$ cat config.mk
export PLATFORM = sky130hd
export DESIGN_NAME = i2s_rx
export DESIGN_NICKNAME = d
export VERILOG_FILES = /design/src/rtl/i2s_pkg.sv /design/src/rtl/i2s_rx_fifo.sv /design/src/rtl/i2s_rx.sv
export SDC_FILE = /design/constraint.sdc
export NUM_CORES = 1
export LEC_CHECK = 0
export ABC_AREA = 1
export BUFFER_PORTS_ARGS = -buffer_cell sky130_fd_sc_hd__buf_2
export CELL_PAD_IN_SITES_DETAIL_PLACEMENT = 1
export CELL_PAD_IN_SITES_GLOBAL_PLACEMENT = 1
export CORE_MARGIN = 5
export CORE_UTILIZATION = 45
export DETAILED_ROUTE_END_ITERATION = 7
export HOLD_SLACK_MARGIN = 0.15
export PLACE_DENSITY = 0.8
export SYNTH_ARGS = -nofsm -noshare
export SYNTH_HDL_FRONTEND = slang
export SYNTH_SLANG_ARGS = --single-unit
export TNS_END_PERCENT = 100
$ cat constraint.sdc
create_clock -name CLK -period 5.73 [get_ports CLK]
set_input_delay 0.2865 -clock CLK [delete_from_list [all_inputs] [get_ports CLK]]
set_output_delay 0.2865 -clock CLK [all_outputs]
set_load 0.03 [all_outputs]
$ cat src/rtl/i2s_pkg.sv
// rtl/i2s_pkg.sv - shared I2S types for the receive and transmit paths
package i2s_pkg;

    localparam int I2S_DATA_W = 24;

    typedef enum logic [1:0] {
        WAIT_SYNC,
        LEFT,
        RIGHT
    } rx_state_e;

    typedef struct packed {
        logic [I2S_DATA_W-1:0] left;
        logic [I2S_DATA_W-1:0] right;
    } stereo_frame_t;

endpackage

$ cat src/rtl/i2s_rx_fifo.sv
// rtl/i2s_rx_fifo.sv - synchronous stereo-frame FIFO; a push into a full FIFO succeeds only alongside a pop
module i2s_rx_fifo
    import i2s_pkg::*;
#(
    parameter int DEPTH = 4
) (
    input  logic          CLK,
    input  logic          RESET,
    input  logic          push,
    input  stereo_frame_t push_data,
    input  logic          pop,
    output stereo_frame_t head,
    output logic          empty,
    output logic          full
);

    localparam int AW = $clog2(DEPTH);

    stereo_frame_t mem [DEPTH];
    logic [AW:0]   wr_ptr;
    logic [AW:0]   rd_ptr;
    logic          do_push;
    logic          do_pop;

    // Pointers carry one extra wrap bit to tell full from empty.
    assign empty   = (wr_ptr == rd_ptr);
    assign full    = (wr_ptr[AW] != rd_ptr[AW]) && (wr_ptr[AW-1:0] == rd_ptr[AW-1:0]);
    assign do_pop  = pop && !empty;
    assign do_push = push && (!full || do_pop);
    assign head    = mem[rd_ptr[AW-1:0]];

    always_ff @(posedge CLK) begin
        if (RESET) begin
            wr_ptr <= '0;
            rd_ptr <= '0;
            for (int i = 0; i < DEPTH; i++) begin
                mem[i] <= '0;
            end
        end else begin
            if (do_push) begin
                mem[wr_ptr[AW-1:0]] <= push_data;
                wr_ptr              <= wr_ptr + 1'b1;
            end
            if (do_pop) begin
                rd_ptr <= rd_ptr + 1'b1;
            end
        end
    end

endmodule

$ cat src/rtl/i2s_rx.sv
// rtl/i2s_rx.sv - I2S capture receiver on the system clock; peak meter enabled by I2S_RX_PEAK_EN
module i2s_rx
    import i2s_pkg::*;
#(
    parameter int DATA_W      = I2S_DATA_W,
    parameter int SLOT_W      = 32,
    parameter int FIFO_DEPTH  = 4,
    parameter int SYNC_STAGES = 2
) (
    input  logic              CLK,
    input  logic              RESET,
    input  logic              SCLK,
    input  logic              LRCLK,
    input  logic              Din,
    output logic [DATA_W-1:0] sample_left,
    output logic [DATA_W-1:0] sample_right,
    output logic              sample_valid,
    input  logic              sample_ready,
    output logic              overflow,
    output logic              frame_err,
    input  logic              clear_status,
    output logic [DATA_W-1:0] peak_left,
    output logic [DATA_W-1:0] peak_right,
    input  logic              peak_clear
);

    localparam int CNT_W = $clog2(SLOT_W + 2);
    localparam logic [CNT_W-1:0] CNT_DATA = CNT_W'(DATA_W);
    localparam logic [CNT_W-1:0] CNT_SLOT = CNT_W'(SLOT_W);
    localparam logic [CNT_W-1:0] CNT_SAT  = CNT_W'(SLOT_W + 1);

    logic [SYNC_STAGES-1:0] sclk_sync;
    logic [SYNC_STAGES-1:0] lr_sync;
    logic [SYNC_STAGES-1:0] din_sync;
    logic                   sclk_d;
    logic                   bit_ev;
    logic                   lr_bit;
    logic                   din_bit;

    rx_state_e         state;
    rx_state_e         state_nx;
    logic [CNT_W-1:0]  cnt;
    logic [CNT_W-1:0]  cnt_nx;
    logic [CNT_W-1:0]  cnt_inc;
    logic [DATA_W-1:0] sreg;
    logic [DATA_W-1:0] sreg_nx;
    logic [DATA_W-1:0] sreg_shift;
    logic              lr_prev;
    logic              lr_prev_nx;
    logic              fin_left_nx;
    logic              fin_right_nx;

    logic              fin_left;
    logic              fin_right;
    logic [DATA_W-1:0] fin_sreg;
    logic [CNT_W-1:0]  fin_cnt;
    logic [CNT_W-1:0]  pad;
    logic [DATA_W-1:0] fin_word;
    logic              fin_bad;
    logic [DATA_W-1:0] left_word;

    logic              push_q;
    stereo_frame_t     push_frame;
    stereo_frame_t     head;
    logic              fifo_empty;
    logic              fifo_full;
    logic              fifo_pop;
    logic              drop;

    // Bit event is registered together with the LR/data bits it qualifies.
    always_ff @(posedge CLK) begin
        if (RESET) begin
            sclk_sync <= '0;
            lr_sync   <= '0;
            din_sync  <= '0;
            sclk_d    <= 1'b0;
            bit_ev    <= 1'b0;
            lr_bit    <= 1'b0;
            din_bit   <= 1'b0;
        end else begin
            sclk_sync <= {sclk_sync[SYNC_STAGES-2:0], SCLK};
            lr_sync   <= {lr_sync[SYNC_STAGES-2:0], LRCLK};
            din_sync  <= {din_sync[SYNC_STAGES-2:0], Din};
            sclk_d    <= sclk_sync[SYNC_STAGES-1];
            bit_ev    <= sclk_sync[SYNC_STAGES-1] & ~sclk_d;
            lr_bit    <= lr_sync[SYNC_STAGES-1];
            din_bit   <= din_sync[SYNC_STAGES-1];
        end
    end

    assign cnt_inc    = (cnt == CNT_SAT) ? cnt : cnt + 1'b1;
    assign sreg_shift = (cnt < CNT_DATA) ? {sreg[DATA_W-2:0], din_bit} : sreg;

    always_ff @(posedge CLK) begin
        if (RESET) begin
            state     <= WAIT_SYNC;
            cnt       <= '0;
            sreg      <= '0;
            lr_prev   <= 1'b0;
            fin_left  <= 1'b0;
            fin_right <= 1'b0;
            fin_sreg  <= '0;
            fin_cnt   <= '0;
        end else begin
            state     <= state_nx;
            cnt       <= cnt_nx;
            sreg      <= sreg_nx;
            lr_prev   <= lr_prev_nx;
            fin_left  <= fin_left_nx;
            fin_right <= fin_right_nx;
            if (fin_left_nx || fin_right_nx) begin
                fin_sreg <= sreg_shift;
                fin_cnt  <= cnt_inc;
            end
        end
    end

    always_comb begin
        state_nx     = state;
        cnt_nx       = cnt;
        sreg_nx      = sreg;
        lr_prev_nx   = lr_prev;
        fin_left_nx  = 1'b0;
        fin_right_nx = 1'b0;
        if (bit_ev) begin
            lr_prev_nx = lr_bit;
            case (state)
                WAIT_SYNC: begin
                    if (lr_prev && !lr_bit) begin
                        state_nx = LEFT;
                        cnt_nx   = '0;
                        sreg_nx  = '0;
                    end
                end
                LEFT: begin
                    sreg_nx = sreg_shift;
                    cnt_nx  = cnt_inc;
                    if (lr_bit) begin
                        fin_left_nx = 1'b1;
                        state_nx    = RIGHT;
                        cnt_nx      = '0;
                        sreg_nx     = '0;
                    end
                end
                RIGHT: begin
                    sreg_nx = sreg_shift;
                    cnt_nx  = cnt_inc;
                    if (!lr_bit) begin
                        fin_right_nx = 1'b1;
                        state_nx     = LEFT;
                        cnt_nx       = '0;
                        sreg_nx      = '0;
                    end
                end
                default: state_nx = WAIT_SYNC;
            endcase
        end
    end

    // Short slots are left-justified by padding zeros into the LSBs.
    assign pad      = CNT_DATA - fin_cnt;
    assign fin_word = (fin_cnt < CNT_DATA) ? (fin_sreg << pad) : fin_sreg;
    assign fin_bad  = (fin_cnt < CNT_DATA) || (fin_cnt > CNT_SLOT);

    assign fifo_pop = sample_valid && sample_ready;
    assign drop     = push_q && fifo_full && !fifo_pop;

    always_ff @(posedge CLK) begin
        if (RESET) begin
            left_word  <= '0;
            push_q     <= 1'b0;
            push_frame <= '0;
            frame_err  <= 1'b0;
            overflow   <= 1'b0;
        end else begin
            push_q <= fin_right;
            if (fin_left) begin
                left_word <= fin_word;
            end
            if (fin_right) begin
                push_frame.left  <= left_word;
                push_frame.right <= fin_word;
            end
            if ((fin_left || fin_right) && fin_bad) begin
                frame_err <= 1'b1;
            end else if (clear_status) begin
                frame_err <= 1'b0;
            end
            if (drop) begin
                overflow <= 1'b1;
            end else if (clear_status) begin
                overflow <= 1'b0;
            end
        end
    end

    i2s_rx_fifo #(
        .DEPTH(FIFO_DEPTH)
    ) u_fifo (
        .CLK      (CLK),
        .RESET    (RESET),
        .push     (push_q),
        .push_data(push_frame),
        .pop      (fifo_pop),
        .head     (head),
        .empty    (fifo_empty),
        .full     (fifo_full)
    );

    assign sample_valid = !fifo_empty;
    assign sample_left  = head.left;
    assign sample_right = head.right;

`ifdef I2S_RX_PEAK_EN
    function automatic logic [DATA_W-1:0] mag(input logic [DATA_W-1:0] x);
        logic [DATA_W-1:0] n;
        n = -x;
        if (!x[DATA_W-1]) begin
            return x;
        end
        // Most negative code has no positive twin; clamp to full-scale positive.
        if (n[DATA_W-1]) begin
            return {1'b0, {(DATA_W-1){1'b1}}};
        end
        return n;
    endfunction

    logic [DATA_W-1:0] mag_l;
    logic [DATA_W-1:0] mag_r;

    assign mag_l = mag(left_word);
    assign mag_r = mag(fin_word);

    always_ff @(posedge CLK) begin
        if (RESET) begin
            peak_left  <= '0;
            peak_right <= '0;
        end else if (fin_right) begin
            peak_left  <= (peak_clear || (mag_l > peak_left))  ? mag_l : peak_left;
            peak_right <= (peak_clear || (mag_r > peak_right)) ? mag_r : peak_right;
        end else if (peak_clear) begin
            peak_left  <= '0;
            peak_right <= '0;
        end
    end
`else
    logic peak_clear_unused;

    assign peak_clear_unused = peak_clear;
    assign peak_left         = '0;
    assign peak_right        = '0;
`endif

endmodule

==> flow_summary.html <==
<table>
<tr><th>Metric</th><th>Value</th></tr>
<tr><th colspan="2">Timing</th></tr>
<tr><td>Max-slew violation count</td><td>0</td></tr>
<tr><td>Worst relative slew slack</td><td>12.8%</td></tr>
<tr><td>Setup repair after global routing missed its margin</td><td>false</td></tr>
<tr><td>Timing-limited maximum frequency</td><td>304 MHz</td></tr>
<tr><td>Shortest period the worst path allows</td><td>3.29 ns</td></tr>
<tr><td>Count of final hold-check violations</td><td>0</td></tr>
<tr><td>Transition at the pin with the smallest max-transition slack</td><td>1.30 ns</td></tr>
<tr><td>Setup TNS Final</td><td>0 ns</td></tr>
<tr><td>Final critical-path share of the clock period</td><td>57.5%</td></tr>
<tr><td>Final setup viols</td><td>0</td></tr>
<tr><td>Max Clock Skew</td><td>0.0251 ns</td></tr>
<tr><th colspan="2">Route</th></tr>
<tr><td>Number of detailed-routing iterations run before antenna repair</td><td>5</td></tr>
<tr><td>Number of antenna-violating nets in the routed design</td><td>0</td></tr>
<tr><td>Wire length per cell after detailed routing</td><td>19.6 um</td></tr>
<tr><td>Number of violations reported at the end of detailed-routing iteration 0</td><td>842</td></tr>
<tr><td>Post-route DRC</td><td>0</td></tr>
<tr><td>Drt total wl</td><td>46,300 um</td></tr>
<tr><td>Detailed-route vias per instance</td><td>5.58</td></tr>
<tr><td>Routed via count</td><td>13,194</td></tr>
<tr><th colspan="2">Clock tree</th></tr>
<tr><td>Count of cells resized by post-cts repair</td><td>0</td></tr>
<tr><td>Reg clk slew, reported paths</td><td>0.06 ns</td></tr>
<tr><td>Clk Latency, worst-skew pair</td><td>0.55 ns</td></tr>
<tr><td>Number of CTS-inserted buffers</td><td>38</td></tr>
<tr><td>Post CTS Setup Buffer Count</td><td>0</td></tr>
<tr><td>Post-cts hold buffer count</td><td>5</td></tr>
<tr><td>TritonCTS clock tree</td><td>done</td></tr>
<tr><td>Number of clock sinks</td><td>350</td></tr>
<tr><td>Root cell of the clock tree</td><td>sky130_fd_sc_hd__clkbuf_16</td></tr>
<tr><td>Clock tree buffer depth</td><td>3</td></tr>
<tr><td>H-tree levels</td><td>2</td></tr>
<tr><th colspan="2">Synth</th></tr>
<tr><td>Post-Syn Instances</td><td>1,883</td></tr>
<tr><td>Synthesis Warnings</td><td>0</td></tr>
<tr><td>Area share of the largest cell type after synthesis</td><td>35.5%</td></tr>
<tr><td>Seq cells post-synth</td><td>350</td></tr>
<tr><td>Commonest register cell after synthesis</td><td>sky130_fd_sc_hd__edfxtp_1</td></tr>
<tr><td>Post-synthesis sequential area ratio</td><td>54.9%</td></tr>
<tr><td>EDFF count, synth</td><td>192</td></tr>
<tr><td>Mean instance size in the synthesized netlist</td><td>8.63 um^2</td></tr>
<tr><td>Synth area leader</td><td>sky130_fd_sc_hd__edfxtp_1</td></tr>
<tr><td>FFs w/ async S/R, synth</td><td>0%</td></tr>
<tr><td>Post-Synthesis Cell Area</td><td>0.0163 mm^2</td></tr>
<tr><td>Cell types with the largest area share after synthesis</td><td>sky130_fd_sc_hd__edfxtp_1 35%, sky130_fd_sc_hd__dfxtp_1 19%, sky130_fd_sc_hd__nand2_1 6.2%</td></tr>
<tr><td>Distinct cells, synth</td><td>37</td></tr>
<tr><th colspan="2">Power and ir drop</th></tr>
<tr><td>Lkg Pwr</td><td>6.61 nW</td></tr>
<tr><td>Total power per unit cell area</td><td>294 mW/mm^2</td></tr>
<tr><td>Clock Power Share</td><td>45.0%</td></tr>
<tr><td>Switching share of power</td><td>22.0%</td></tr>
<tr><td>Share of total power in sequential cells</td><td>51.7%</td></tr>
<tr><td>Sw Pwr</td><td>0.00115 W</td></tr>
<tr><td>Part of the total power dissipated in combinational logic</td><td>3.3%</td></tr>
<tr><td>Internal power summed over all cells</td><td>0.00408 W</td></tr>
<tr><td>IR drop worst, VDD</td><td>0.174 mV</td></tr>
<tr><th colspan="2">Global route</th></tr>
<tr><td>Number of antenna violations at the first check in global routing</td><td>0</td></tr>
<tr><td>Overflow after GRT</td><td>0</td></tr>
<tr><td>Number of global-route vias before repair</td><td>13,420</td></tr>
<tr><td>Global-route total usage across every layer</td><td>22.9%</td></tr>
<tr><td>Global-route wire length before repair</td><td>73,000 um</td></tr>
<tr><td>Maximum number of pins on one net before global-route repair</td><td>101</td></tr>
<tr><th colspan="2">Floorplanning</th></tr>
<tr><td>Standard-cell row count</td><td>69</td></tr>
<tr><td>Boundary pin count</td><td>107</td></tr>
<tr><td>Chip Width</td><td>200 um</td></tr>
<tr><td>Starting density of the core</td><td>45.6%</td></tr>
<tr><td>Placeable core region</td><td>0.0357 mm^2</td></tr>
<tr><td>Vertical extent of the die</td><td>200 um</td></tr>
<tr><td>Die area</td><td>0.0400 mm^2</td></tr>
<tr><th colspan="2">Cells and area</th></tr>
<tr><td>Area growth from synthesis to final layout</td><td>9.55%</td></tr>
<tr><td>Fill count</td><td>4,205</td></tr>
<tr><td>Net count reported at finish</td><td>1,891</td></tr>
<tr><td>ANT cells</td><td>0</td></tr>
<tr><td>Utilization after layout</td><td>49.9%</td></tr>
<tr><td>Share of final-layout standard cells stronger than drive strength 1</td><td>9.45%</td></tr>
<tr><td>Area taken by flip-flops and latches</td><td>0.00893 mm^2</td></tr>
<tr><td>Multi-input gate area</td><td>0.00605 mm^2</td></tr>
<tr><th colspan="2">Worst hold path</th></tr>
<tr><td>Kind of path behind the tightest hold check</td><td>flip-flop to flip-flop</td></tr>
<tr><td>Hold_sp</td><td>sclk_d$_SDFF_PP0_</td></tr>
<tr><th colspan="2">Setup path</th></tr>
<tr><td>Slowest-stage cell, CP</td><td>sky130_fd_sc_hd__inv_1</td></tr>
<tr><td>Startpoint of the lowest-slack register-to-register path</td><td>fin_cnt[0]$_SDFFE_PP0P_</td></tr>
<tr><td>Arrival time at the worst endpoint</td><td>3.71 ns</td></tr>
<tr><td>Critical path cell sequence</td><td>buf_4, inv_4, ha_1, buf_4, inv_1, nand3_1, nand2_1, nand2_1, a21oi_1, o21ai_0, o21ai_0, inv_1</td></tr>
<tr><td>Combined buffer and inverter count along the critical path</td><td>5</td></tr>
<tr><td>Cell family with the largest share of critical-path delay</td><td>buffers and inverters</td></tr>
<tr><td>Startpoint of the most critical setup path</td><td>fin_cnt[0]$_SDFFE_PP0P_</td></tr>
<tr><td>Required time of the worst setup path</td><td>6.15 ns</td></tr>
<tr><td>Kind of capture point of the worst setup path</td><td>flip-flop</td></tr>
<tr><td>Biggest cell delay along the critical path</td><td>0.57 ns</td></tr>
<tr><td>Worst-path fanout max</td><td>28</td></tr>
<tr><td>Kind of start point of the critical path</td><td>flip-flop</td></tr>
<tr><td>Worst Setup Path Type</td><td>flip-flop to flip-flop</td></tr>
<tr><th colspan="2">Placed design</th></tr>
<tr><td>Final estimated routing congestion in global placement</td><td>0.875</td></tr>
<tr><td>DPL Wire Length</td><td>27,800 um</td></tr>
<tr><td>Number of port buffers</td><td>57</td></tr>
<tr><th colspan="2">Run</th></tr>
<tr><td>Max-cap viol count</td><td>0</td></tr>
<tr><th colspan="2">Status</th></tr>
<tr><td>Outcome</td><td>complete, no violations</td></tr>
</table>
-- synth_stat cells, types with 2 or more instances --
cell and instances:
sky130_fd_sc_hd__o31ai_1 7, sky130_fd_sc_hd__nand2_2 5, sky130_fd_sc_hd__nand4_1 5, sky130_fd_sc_hd__xor2_1 5, sky130_fd_sc_hd__o21ai_0 184, sky130_fd_sc_hd__buf_4 55
sky130_fd_sc_hd__nor3_2 20, sky130_fd_sc_hd__nand3_1 164, sky130_fd_sc_hd__a211oi_1 3, sky130_fd_sc_hd__edfxtp_1 192, sky130_fd_sc_hd__ha_1 9, sky130_fd_sc_hd__xnor2_1 2
sky130_fd_sc_hd__buf_1 6, sky130_fd_sc_hd__nand2_1 270, sky130_fd_sc_hd__nor2_4 2, sky130_fd_sc_hd__inv_1 132, sky130_fd_sc_hd__inv_4 2, sky130_fd_sc_hd__inv_2 6
sky130_fd_sc_hd__dfxtp_1 158, sky130_fd_sc_hd__clkbuf_1 83, sky130_fd_sc_hd__buf_2 35, sky130_fd_sc_hd__nor2_1 219, sky130_fd_sc_hd__o211ai_1 8, sky130_fd_sc_hd__buf_6 4
sky130_fd_sc_hd__o22ai_1 51, sky130_fd_sc_hd__a21oi_1 93, sky130_fd_sc_hd__nor3_1 130, sky130_fd_sc_hd__o21ai_1 2, sky130_fd_sc_hd__a31oi_1 23
-- flip-flops by register name, summed over array words and instances, names as in the netlist, 3 cells and up, named ones only --
| name | count |
|---|---|
| u_fifo.rd_ptr | 3 |
| left_word | 24 |
| cnt | 6 |
| u_fifo.mem | 192 |
| push_frame | 48 |
| u_fifo.wr_ptr | 3 |
| fin_sreg | 24 |
| fin_cnt | 6 |
| sreg | 24 |
-- worst paths after layout --
path                                 to  slack (ns)  cells past startpoint
max          left_word[13]$_SDFFE_PP0P_        2.44                     12
min                   bit_ev$_SDFF_PP0_        0.40                      1
max reg2reg  left_word[13]$_SDFFE_PP0P_        2.44                     12
min reg2reg           bit_ev$_SDFF_PP0_        0.40                      1
-- cell families (layout without fill, tap and decap cells) --
logic type               after synthesis  in the layout  synth area share, %
other                                  1             48               0.0231
multiplexers                           1              1               0.0693
buffers and inverters                323            297                 9.22
AO/OA/AOI/OAI                        372            372                 12.3
XOR/XNOR                               7              7                0.377
adder cells (fa/ha/maj)                9              9                0.693
flip-flops                           350            350                 54.9
AND/OR/NAND/NOR                      820            820                 22.4
-- cell type report --
type | count | share of cell area (%)
Sequential cell | 350 | 50.2
Multi-Input combinational cell | 1257 | 34.0
Clock buffer | 59 | 6.13
Tap cell | 461 | 3.24
Inverter | 140 | 2.99
Timing Repair Buffer | 87 | 2.95
Clock inverter | 11 | 0.555
-- worst register-to-register path, cell delays in order (launching register included) --
cell and delay, ns:
sky130_fd_sc_hd__dfxtp_1 0.30, sky130_fd_sc_hd__buf_4 0.28, sky130_fd_sc_hd__inv_4 0.20, sky130_fd_sc_hd__ha_1 0.35, sky130_fd_sc_hd__buf_4 0.23, sky130_fd_sc_hd__inv_1 0.58
sky130_fd_sc_hd__nand3_1 0.23, sky130_fd_sc_hd__nand2_1 0.11, sky130_fd_sc_hd__nand2_1 0.09, sky130_fd_sc_hd__a21oi_1 0.19, sky130_fd_sc_hd__o21ai_0 0.31, sky130_fd_sc_hd__o21ai_0 0.25
sky130_fd_sc_hd__inv_1 0.05
-- power groups by stage --
stage | Clock [W] | Combinational, W | Sequential (W)
after floorplan | 0 | 0.000146 | 0.00276
final | 0.00235 | 0.000172 | 0.00270
after CTS | 0.00239 | 0.000172 | 0.00270
after global placement | 0 | 0.000167 | 0.00275
after global routing | 0.00250 | 0.000184 | 0.00271
after detailed placement | 0 | 0.000169 | 0.00276
-- through the flow --
| step | total power (W) | area (um^2) | instances | worst slack, ns | hold WS, ns |
|---|---|---|---|---|---|
| global route | 0.00539 | 17800 | 2365 | 2.30 | 0.411 |
| floorplan | 0.00290 | 16400 | 1930 | 0.672 | 0.373 |
| detailed placement | 0.00293 | 16600 | 2290 | 2.49 | 0.394 |
| CTS | 0.00526 | 17800 | 2365 | 2.49 | 0.403 |
| global placement | 0.00292 | 16600 | 2290 | 2.53 | 0.380 |
| finish | 0.00523 | 17800 | 2365 | 2.44 | 0.398 |
-- layout by cell type (no fill, tap or decap), types with 3 or more instances in the layout --
| cell type | n |
|---|---|
| sky130_fd_sc_hd__nand4_1 | 5 |
| sky130_fd_sc_hd__nor3_1 | 130 |
| sky130_fd_sc_hd__o21ai_4 | 3 |
| sky130_fd_sc_hd__buf_2 | 56 |
| sky130_fd_sc_hd__clkbuf_16 | 39 |
| sky130_fd_sc_hd__buf_4 | 26 |
| sky130_fd_sc_hd__nand3_1 | 164 |
| sky130_fd_sc_hd__inv_1 | 128 |
| sky130_fd_sc_hd__o211ai_1 | 8 |
| sky130_fd_sc_hd__a211oi_1 | 3 |
| sky130_fd_sc_hd__clkinv_1 | 5 |
| sky130_fd_sc_hd__dlygate4sd3_1 | 5 |
| sky130_fd_sc_hd__clkbuf_1 | 16 |
| sky130_fd_sc_hd__o21ai_0 | 182 |
| sky130_fd_sc_hd__a31oi_1 | 23 |
| sky130_fd_sc_hd__clkinv_2 | 6 |
| sky130_fd_sc_hd__nand2_2 | 5 |
| sky130_fd_sc_hd__ha_1 | 9 |
| sky130_fd_sc_hd__nor3_2 | 20 |
| sky130_fd_sc_hd__edfxtp_1 | 192 |
| sky130_fd_sc_hd__nand2_1 | 270 |
| sky130_fd_sc_hd__clkbuf_8 | 4 |
| sky130_fd_sc_hd__o22ai_1 | 51 |
| sky130_fd_sc_hd__conb_1 | 48 |
| sky130_fd_sc_hd__xor2_1 | 5 |
| sky130_fd_sc_hd__o31ai_1 | 6 |
| sky130_fd_sc_hd__a21oi_1 | 93 |
| sky130_fd_sc_hd__dfxtp_1 | 156 |
| sky130_fd_sc_hd__inv_2 | 7 |
| sky130_fd_sc_hd__nor2_1 | 219 |
-- per-layer routing --
layer  GRT usage, %  part of all wire (%)  wire, um  vias to the layer above
li1               -                     -         -                     6318
met4           7.17                   2.7      1270                        0
met3           3.27                   4.7      2200                       79
met2           40.3                    50     23300                      299
met5              0                     0         0                        -
met1           29.2                    42     19600                     6498
No activity file was read; power rests on OpenSTA's default activity.
